### src/rtl/if_id_queue_if.sv
// if_id_queue_if: IF -> queue -> ID handshake bundle.
//   master : fetch/decode side (drives in_*, out_ready, flush)
//   slave  : queue side (drives in_ready, out_*, count)
//   in_valid/in_ready/in_instr/in_pc : push channel from IF
//   out_valid/out_ready/out_instr/out_pc : pop channel to ID
//   flush : discard all queued entries
//   count : occupancy, 0..DEPTH
interface if_id_queue_if #(
    parameter int DEPTH = 4
);
    logic                     in_valid;
    logic                     in_ready;
    logic [31:0]              in_instr;
    logic [31:0]              in_pc;
    logic                     out_valid;
    logic                     out_ready;
    logic [31:0]              out_instr;
    logic [31:0]              out_pc;
    logic                     flush;
    logic [$clog2(DEPTH):0]   count;

    modport master (
        output in_valid, in_instr, in_pc, out_ready, flush,
        input  in_ready, out_valid, out_instr, out_pc, count
    );

    modport slave (
        input  in_valid, in_instr, in_pc, out_ready, flush,
        output in_ready, out_valid, out_instr, out_pc, count
    );
endinterface

### src/rtl/if_id_queue.sv
// if_id_queue: DEPTH-entry instruction/PC FIFO between fetch and decode.
// Presents NOP with PC 0 when empty; flush drops every entry in one cycle.
//   clk   : rising-edge clock
//   rst_n : asynchronous active-low reset (pointers/count only)
//   q     : slave side of if_id_queue_if (push, pop, flush, count)
// DEPTH must be a power of two >= 2 so the pointers wrap naturally.
module if_id_queue #(
    parameter int          DEPTH = 4,
    parameter logic [31:0] NOP   = 32'hC8000000
) (
    input  logic          clk,
    input  logic          rst_n,
    if_id_queue_if.slave  q
);
    localparam int AW = $clog2(DEPTH);
    localparam int CW = AW + 1;

    typedef struct packed {
        logic [31:0] instr;
        logic [31:0] pc;
    } entry_t;

    entry_t          mem [DEPTH];
    logic [AW-1:0]   wr_ptr;
    logic [AW-1:0]   rd_ptr;
    logic [CW-1:0]   cnt;
    logic            full;
    logic            empty;
    logic            push;
    logic            pop;

    assign full  = (cnt == CW'(DEPTH));
    assign empty = (cnt == '0);

    // Flush wins over both handshakes; neither side sees its transfer.
    assign push = q.in_valid  & ~full  & ~q.flush;
    assign pop  = q.out_ready & ~empty & ~q.flush;

    // Storage is not reset: only pointers/count define validity.
    always_ff @(posedge clk) begin
        if (push) mem[wr_ptr] <= '{instr: q.in_instr, pc: q.in_pc};
    end

    always_ff @(posedge clk or negedge rst_n) begin
        if (!rst_n) begin
            wr_ptr <= '0;
            rd_ptr <= '0;
            cnt    <= '0;
        end else if (q.flush) begin
            wr_ptr <= '0;
            rd_ptr <= '0;
            cnt    <= '0;
        end else begin
            if (push) wr_ptr <= wr_ptr + AW'(1);
            if (pop)  rd_ptr <= rd_ptr + AW'(1);
            cnt <= cnt + CW'(push) - CW'(pop);
        end
    end

    // Status comes from registered state only; data is a read of mem
    // gated by occupancy, so there is no same-cycle bypass.
    assign q.in_ready  = ~full;
    assign q.out_valid = ~empty;
    assign q.count     = cnt;
    assign q.out_instr = empty ? NOP   : mem[rd_ptr].instr;
    assign q.out_pc    = empty ? '0    : mem[rd_ptr].pc;
endmodule
### src/flat_wrapper.sv
// flat-port wrapper written by rule: the top's interface ports become plain ports
module if_id_queue_flat 
#(
    parameter int          DEPTH = 4,
    parameter logic [31:0] NOP   = 32'hC8000000
)
  (clk, rst_n, q_in_valid, q_in_instr, q_in_pc, q_out_ready, q_flush, q_in_ready, q_out_valid, q_out_instr, q_out_pc, q_count);
  if_id_queue_if #(.DEPTH(DEPTH)) q_i ();
  input  logic clk;
  input  logic rst_n;
  input wire logic [$bits(q_i.in_valid)-1:0] q_in_valid;
  input wire logic [$bits(q_i.in_instr)-1:0] q_in_instr;
  input wire logic [$bits(q_i.in_pc)-1:0] q_in_pc;
  input wire logic [$bits(q_i.out_ready)-1:0] q_out_ready;
  input wire logic [$bits(q_i.flush)-1:0] q_flush;
  output wire logic [$bits(q_i.in_ready)-1:0] q_in_ready;
  output wire logic [$bits(q_i.out_valid)-1:0] q_out_valid;
  output wire logic [$bits(q_i.out_instr)-1:0] q_out_instr;
  output wire logic [$bits(q_i.out_pc)-1:0] q_out_pc;
  output wire logic [$bits(q_i.count)-1:0] q_count;
  assign q_i.in_valid = q_in_valid;
  assign q_i.in_instr = q_in_instr;
  assign q_i.in_pc = q_in_pc;
  assign q_i.out_ready = q_out_ready;
  assign q_i.flush = q_flush;
  assign q_in_ready = q_i.in_ready;
  assign q_out_valid = q_i.out_valid;
  assign q_out_instr = q_i.out_instr;
  assign q_out_pc = q_i.out_pc;
  assign q_count = q_i.count;
  if_id_queue #(.DEPTH(DEPTH), .NOP(NOP)) u_core (.clk(clk), .rst_n(rst_n), .q(q_i));
endmodule
### config.mk
export PLATFORM = sky130hd
export DESIGN_NAME = if_id_queue_flat
export DESIGN_NICKNAME = d
export VERILOG_FILES = /design/src/rtl/if_id_queue_if.sv /design/src/rtl/if_id_queue.sv /design/src/flat_wrapper.sv
export SDC_FILE = /design/constraint.sdc
export NUM_CORES = 1
export LEC_CHECK = 0
export BUFFER_PORTS_ARGS = -buffer_cell sky130_fd_sc_hd__buf_4
export CORE_MARGIN = 1.5
export CORE_UTILIZATION = 50
export CTS_CLUSTER_SIZE = 8
export DETAILED_ROUTE_END_ITERATION = 7
export PLACE_DENSITY = 0.7
export SLEW_MARGIN = 25
export SYNTH_ARGS = -nofsm -noshare
export SYNTH_HDL_FRONTEND = slang
export SYNTH_SLANG_ARGS = --single-unit
export TNS_END_PERCENT = 1
### constraint.sdc
create_clock -name clk -period 6.6 [get_ports clk]
set_clock_uncertainty 0.2 [all_clocks]
set_input_delay 0.99 -clock clk [delete_from_list [all_inputs] [get_ports clk]]
set_output_delay 0.99 -clock clk [all_outputs]
set_load 0.005 [all_outputs]
# After elaboration in Yosys (flattened, before gate mapping)
# Memory sizes are Yosys's and may differ from the RTL's.
# Cells that the tools add are included.
# totals
regBits,7
n_memories,1
ramBits,256
wordCells,28
inputBits,69
# op_classes
reduce_logical,3
muxes,9
n_bitwise,7
add_sub_neg,4
eq_ne,1
# mem_list
memory,depth,width,rd,rd_ports_with_merged_regs,wr,line,text
u_core.mem,4,64,1,0,1,if_id_queue.sv:23,entry_t mem [DEPTH];
# op_table
cell,n
32-bit 2-to-1 mux,2
2-bit 2-to-1 mux,4
2-bit by 1-bit adder with 2-bit output (second input constant),2
1-bit bitwise AND,4
2-bit nonzero test,2
3-bit by 1-bit adder with 3-bit output,1
3-bit == test (second input constant),1
3-bit logical NOT,1
3-bit 2-to-1 mux,1
1-bit NOT,3
3-bit by 1-bit subtractor with 3-bit output,1
1-bit 2-to-1 mux,2

# Logic depth before layout (Yosys ltp)
# depth
ltp_word,7
ltp_mapped,9
mapped_depth_nobuf,9

# Least setup slack after synthesis
# OpenSTA, ideal clock, no wires.
# synth_path
path_kind,input to register
startpoint,input port q_flush
endpoint,"memory u_core.mem[0][0] in the netlist's numbering, enable pin"
path_slack_ps,2908
required_ps,5971
t_arrival_ps,3064
path_stages,3
n_path_buf,1
setup_time_ps,429
cell_sequence,clkbuf_1 nor3_1 and2_1
# synth_between
elab_chain_len,4
# synth_lines
element,line,text
from (decl),flat_wrapper.sv:15,input wire logic [$bits(q_i.flush)-1:0] q_flush;
1-bit NOT,if_id_queue.sv:36,assign push = q.in_valid & ~full & ~q.flush;
1-bit bitwise AND,if_id_queue.sv:36,
1-bit 2-to-1 mux,if_id_queue.sv:41,"if (push) mem[wr_ptr] <= '{instr: q.in_instr, pc: q.in_pc};"
1-bit 2-to-1 mux (implied by the code),if_id_queue.sv:41,
to (decl),if_id_queue.sv:23,
# Every way passes these cells.

# Final worst setup path
# layout_path
startpoint,register u_core.rd_ptr[0]
endpoint,output port q_out_pc[21]
# layout_between
elab_chain_len,2
# layout_lines
element,line,text
from (decl),if_id_queue.sv:25,logic [AW-1:0] rd_ptr;
from (signal assigned),if_id_queue.sv:55,if (pop) rd_ptr <= rd_ptr + AW'(1);
memory read 4 x 64 bit,-,
32-bit 2-to-1 mux,if_id_queue.sv:66,assign q.out_pc = empty ? '0 : mem[rd_ptr].pc;
to (decl),flat_wrapper.sv:19,output wire logic [$bits(q_i.out_pc)-1:0] q_out_pc;
# Every way passes these cells.

==> summary.txt <==
Global routing
  – Global-route wire length before repair: slightly below 30,000 um
  – Global Route Usage Sum: between 15 and 20%
  – Vias in the first global route: approximately 5,300
  – Pin count of the biggest net entering global routing: 67
  – Grt ovf: 0
  – Initial antenna violation count: 0

Timing
  – RSZ-0062 raised after global routing: false
  – Relative slew margins: ~33%
  – Worst slew pin tran: roughly 1000 ps
  – Setup TNS: 0 ps
  – Fin crit period: between 4000 and 5000 ps
  – Endpoints failing hold: 0
  – Final period util: between 60 and 70%
  – Final slew viol count: 0
  – Highest Clock Rate: ~240 MHz
  – Setup Viol. Count Final: 0

Synth
  – Synth Flop Type: edfxtp_1
  – Fraction of registers with async set/reset: under 10%
  – Xor/xnor share of the synthesized area: less than 1%
  – Main combinational cell family by area after synthesis: multiplexers
  – Post-synthesis adder-cell area fraction: 0.940%
  – Syn_nets: 530
  – Synth Area in Compound Gates: 0.272%
  – Mapped Cells: 454
  – Synthesized area: between 10,000 and 15,000 um2
  – Mux cell area share after synthesis: between 10% and 20%
  – Syn Area/Cell: about 22 um2
  – Simple-gate share of the synthesized area: under 10%
  – Register area share after synthesis: between 70% and 80%
  – EDFF count, synth: 256
  – Synthesis-stage register bit count: 263
  – Synth warn: 0
  – Synth unique cells: 25

Critical path
  – FF-to-FF setup slack: 3900 ps
  – Max Fanout on Critical Path: 45
  – Worst reg2reg path startpoint: u_core.q.count[2]$_DFF_PN0_
  – WP data required: 5410 ps
  – Reg2Reg Depth: 3
  – Crit path DAT: ~3000 ps
  – Worst setup SP type: flop
  – Worst R2R End: u_core.mem[3][2]$_DFFE_PP_
  – CP Class: flop to primary output
  – Critical Path End Type: primary output
  – Crit path from: u_core.rd_ptr[0]$_DFFE_PN0P_

Drt
  – DRT antenna net count: 0
  – DRT iter0 DRCs: between 200 and 300
  – Via count: between 4,000 and 5,000
  – Routed len/inst: 20.4 um
  – Detailed Route WL: ~18,000 um
  – Vias/cell: about 5.4
  – First drt pass iteration count: 4
  – Post-route DRC violation count: 0

Power
  – Net Sw Power: ~1.2 mW
  – Pint: about 3.7 mW
  – PwrDens: between 300 and 400 nW/um2
  – Static leakage: around 4.3 nW
  – Logic pwr share: 21.6%
  – Clk pwr share: between 30% and 40%
  – Part of the power in registers: 42.4%
  – Worst ir drop on vdd: 0.000294 V
  – Switching share of power: between 20% and 30%

Die
  – Core area: between 15,000 and 20,000 um2
  – # rows: slightly above 50
  – DIE AREA: around 21,000 um2
  – Die W: between 100 and 150 um
  – Die Y: approximately 150 um
  – Top-Level Pins: roughly 140
  – Starting Density: between 50% and 60%

Clock network
  – Clk root buf: clkbuf_16
  – Hold buffers post-CTS: 0
  – Post_cts resized: 0
  – Register clock-pin slew on the reported worst setup and hold paths: ~50 ps
  – Clk sinks: between 200 and 300
  – Cts bufs inserted: 38
  – Clk buf depth: 3
  – H-Tree Depth: 2
  – Setup bufs post-CTS: 0
  – CTS tree: done
  – Skew-Pair Late Insertion Delay: roughly 500 ps

Layout
  – Final #Nets: between 600 and 700
  – # diodes: 0
  – Area Overhead vs Synth: 23.6%
  – Fin area: ~13,000 um2
  – Layout cells sized above 1: ~40%

Place
  – Final Wtd Congestion: ~0.75
  – Port-buffer cells: about 140
  – Placed Area: between 10,000 and 15,000 um2
  – DPL Wire Length: ~9900 um

Status
  – Run status: finished, final reports clean

Hold path
  – Hold Crit Class: input port to asynchronous set/reset pin

Run
  – Max-Cap Viols: 0
-- registers in the layout, summed over array words and instances, names as in the netlist --
name,count
u_core.mem,256
u_core.rd_ptr,2
u_core.q.count,3
u_core.wr_ptr,2
-- worst max-delay path by stage --
stage	end	depth (start not counted)
detailed placement	q_out_pc[22]	4
global placement	q_out_pc[16]	4
global route	q_out_pc[19]	4
finish	q_out_pc[21]	4
CTS	q_out_pc[16]	4
floorplan	u_core.mem[0][0]$_DFFE_PP_	3
-- per-layer routing --
| metal | up-vias | global-route usage, % | wire length (um) |
|---|---|---|---|
| met3 | 34 | 5.35 | 1270 |
| met1 | 2462 | 22.1 | 7370 |
| met2 | 157 | 30.4 | 9230 |
| li1 | 2147 | - | - |
| met5 | - | 0 | 0 |
| met4 | 0 | 5.61 | 361 |
-- synthesized netlist by cell type, types with 3 or more instances --
cell type  instances  area (um2)
inv_1              8        30.0
dfrtp_1            7         175
buf_2              7        35.0
and2_1            65         407
nor2_1             5        18.8
clkbuf_1           9        33.8
edfxtp_1         256        7690
buf_6              5        56.3
mux4_2            64        1440
or2_1              3        18.8
ha_1               6        75.1
-- logic make-up (layout without fill, tap and decap cells) --
kind of cell               Yosys count  count (layout)
and+or+nand+nor                     82              82
DFF                                263             263
xor gates and xnor gates             3               3
adders and majority gates            7               7
buffers and inverters               29             203
AOI/OAI and AO/OA                    5               5
muxes                               65              65
-- critical path, cell delays in order (launching register included) --
cell	delay [ps]
dfrtp_4	1010
buf_4	540
mux4_2	570
and2_1	180
buf_4	140
-- power by group through the flow --
stage	registers, mW	clock network, mW	logic [mW]
floorplan	1.99	0	0.650
global placement	2.08	0	1.04
detailed placement	2.08	0	1.05
CTS	2.05	1.77	1.06
global route	2.06	1.84	1.13
finish	2.04	1.74	1.04
-- layout make-up --
| type | instances | area (um2) |
|---|---|---|
| clock buffer | 55 | 1080 |
| timing repair buffer | 140 | 1080 |
| inverter | 8 | 31.3 |
| fill | 1391 | 7150 |
| sequential | 263 | 7870 |
| tap | 265 | 332 |
| multi-input combinational | 162 | 2110 |
-- through the flow --
| step | setup WS, ps | cells | utilization [%] | power [mW] | hold slack [ps] |
|---|---|---|---|---|---|
| 6_report | 2430 | 893 | 63.6 | 4.82 | 93.6 |
| 5_1_grt | 2180 | 893 | 63.6 | 5.03 | 76.6 |
| 4_1_cts | 2310 | 891 | 63.4 | 4.88 | 78.6 |
| 3_5_place_dp | 2860 | 836 | 57.9 | 3.14 | 398 |
| 3_3_place_gp | 2840 | 836 | 57.9 | 3.12 | 369 |
| 2_1_floorplan | 2910 | 454 | - | 2.64 | 355 |
-- layout by cell type (no fill, tap or decap), types with 2 or more instances in the layout --
master / count
ha_1: 6
clkbuf_16: 41
or2_1: 3
mux4_2: 64
nor2_1: 5
o21ai_0: 2
dfrtp_4: 2
clkbuf_1: 14
edfxtp_1: 256
and2_4: 4
xor2_1: 2
buf_4: 138
a21oi_1: 2
nand2b_1: 2
or3_1: 2
dfrtp_1: 5
and2_1: 61
inv_1: 7
No activity file was read; power rests on OpenSTA's default activity.
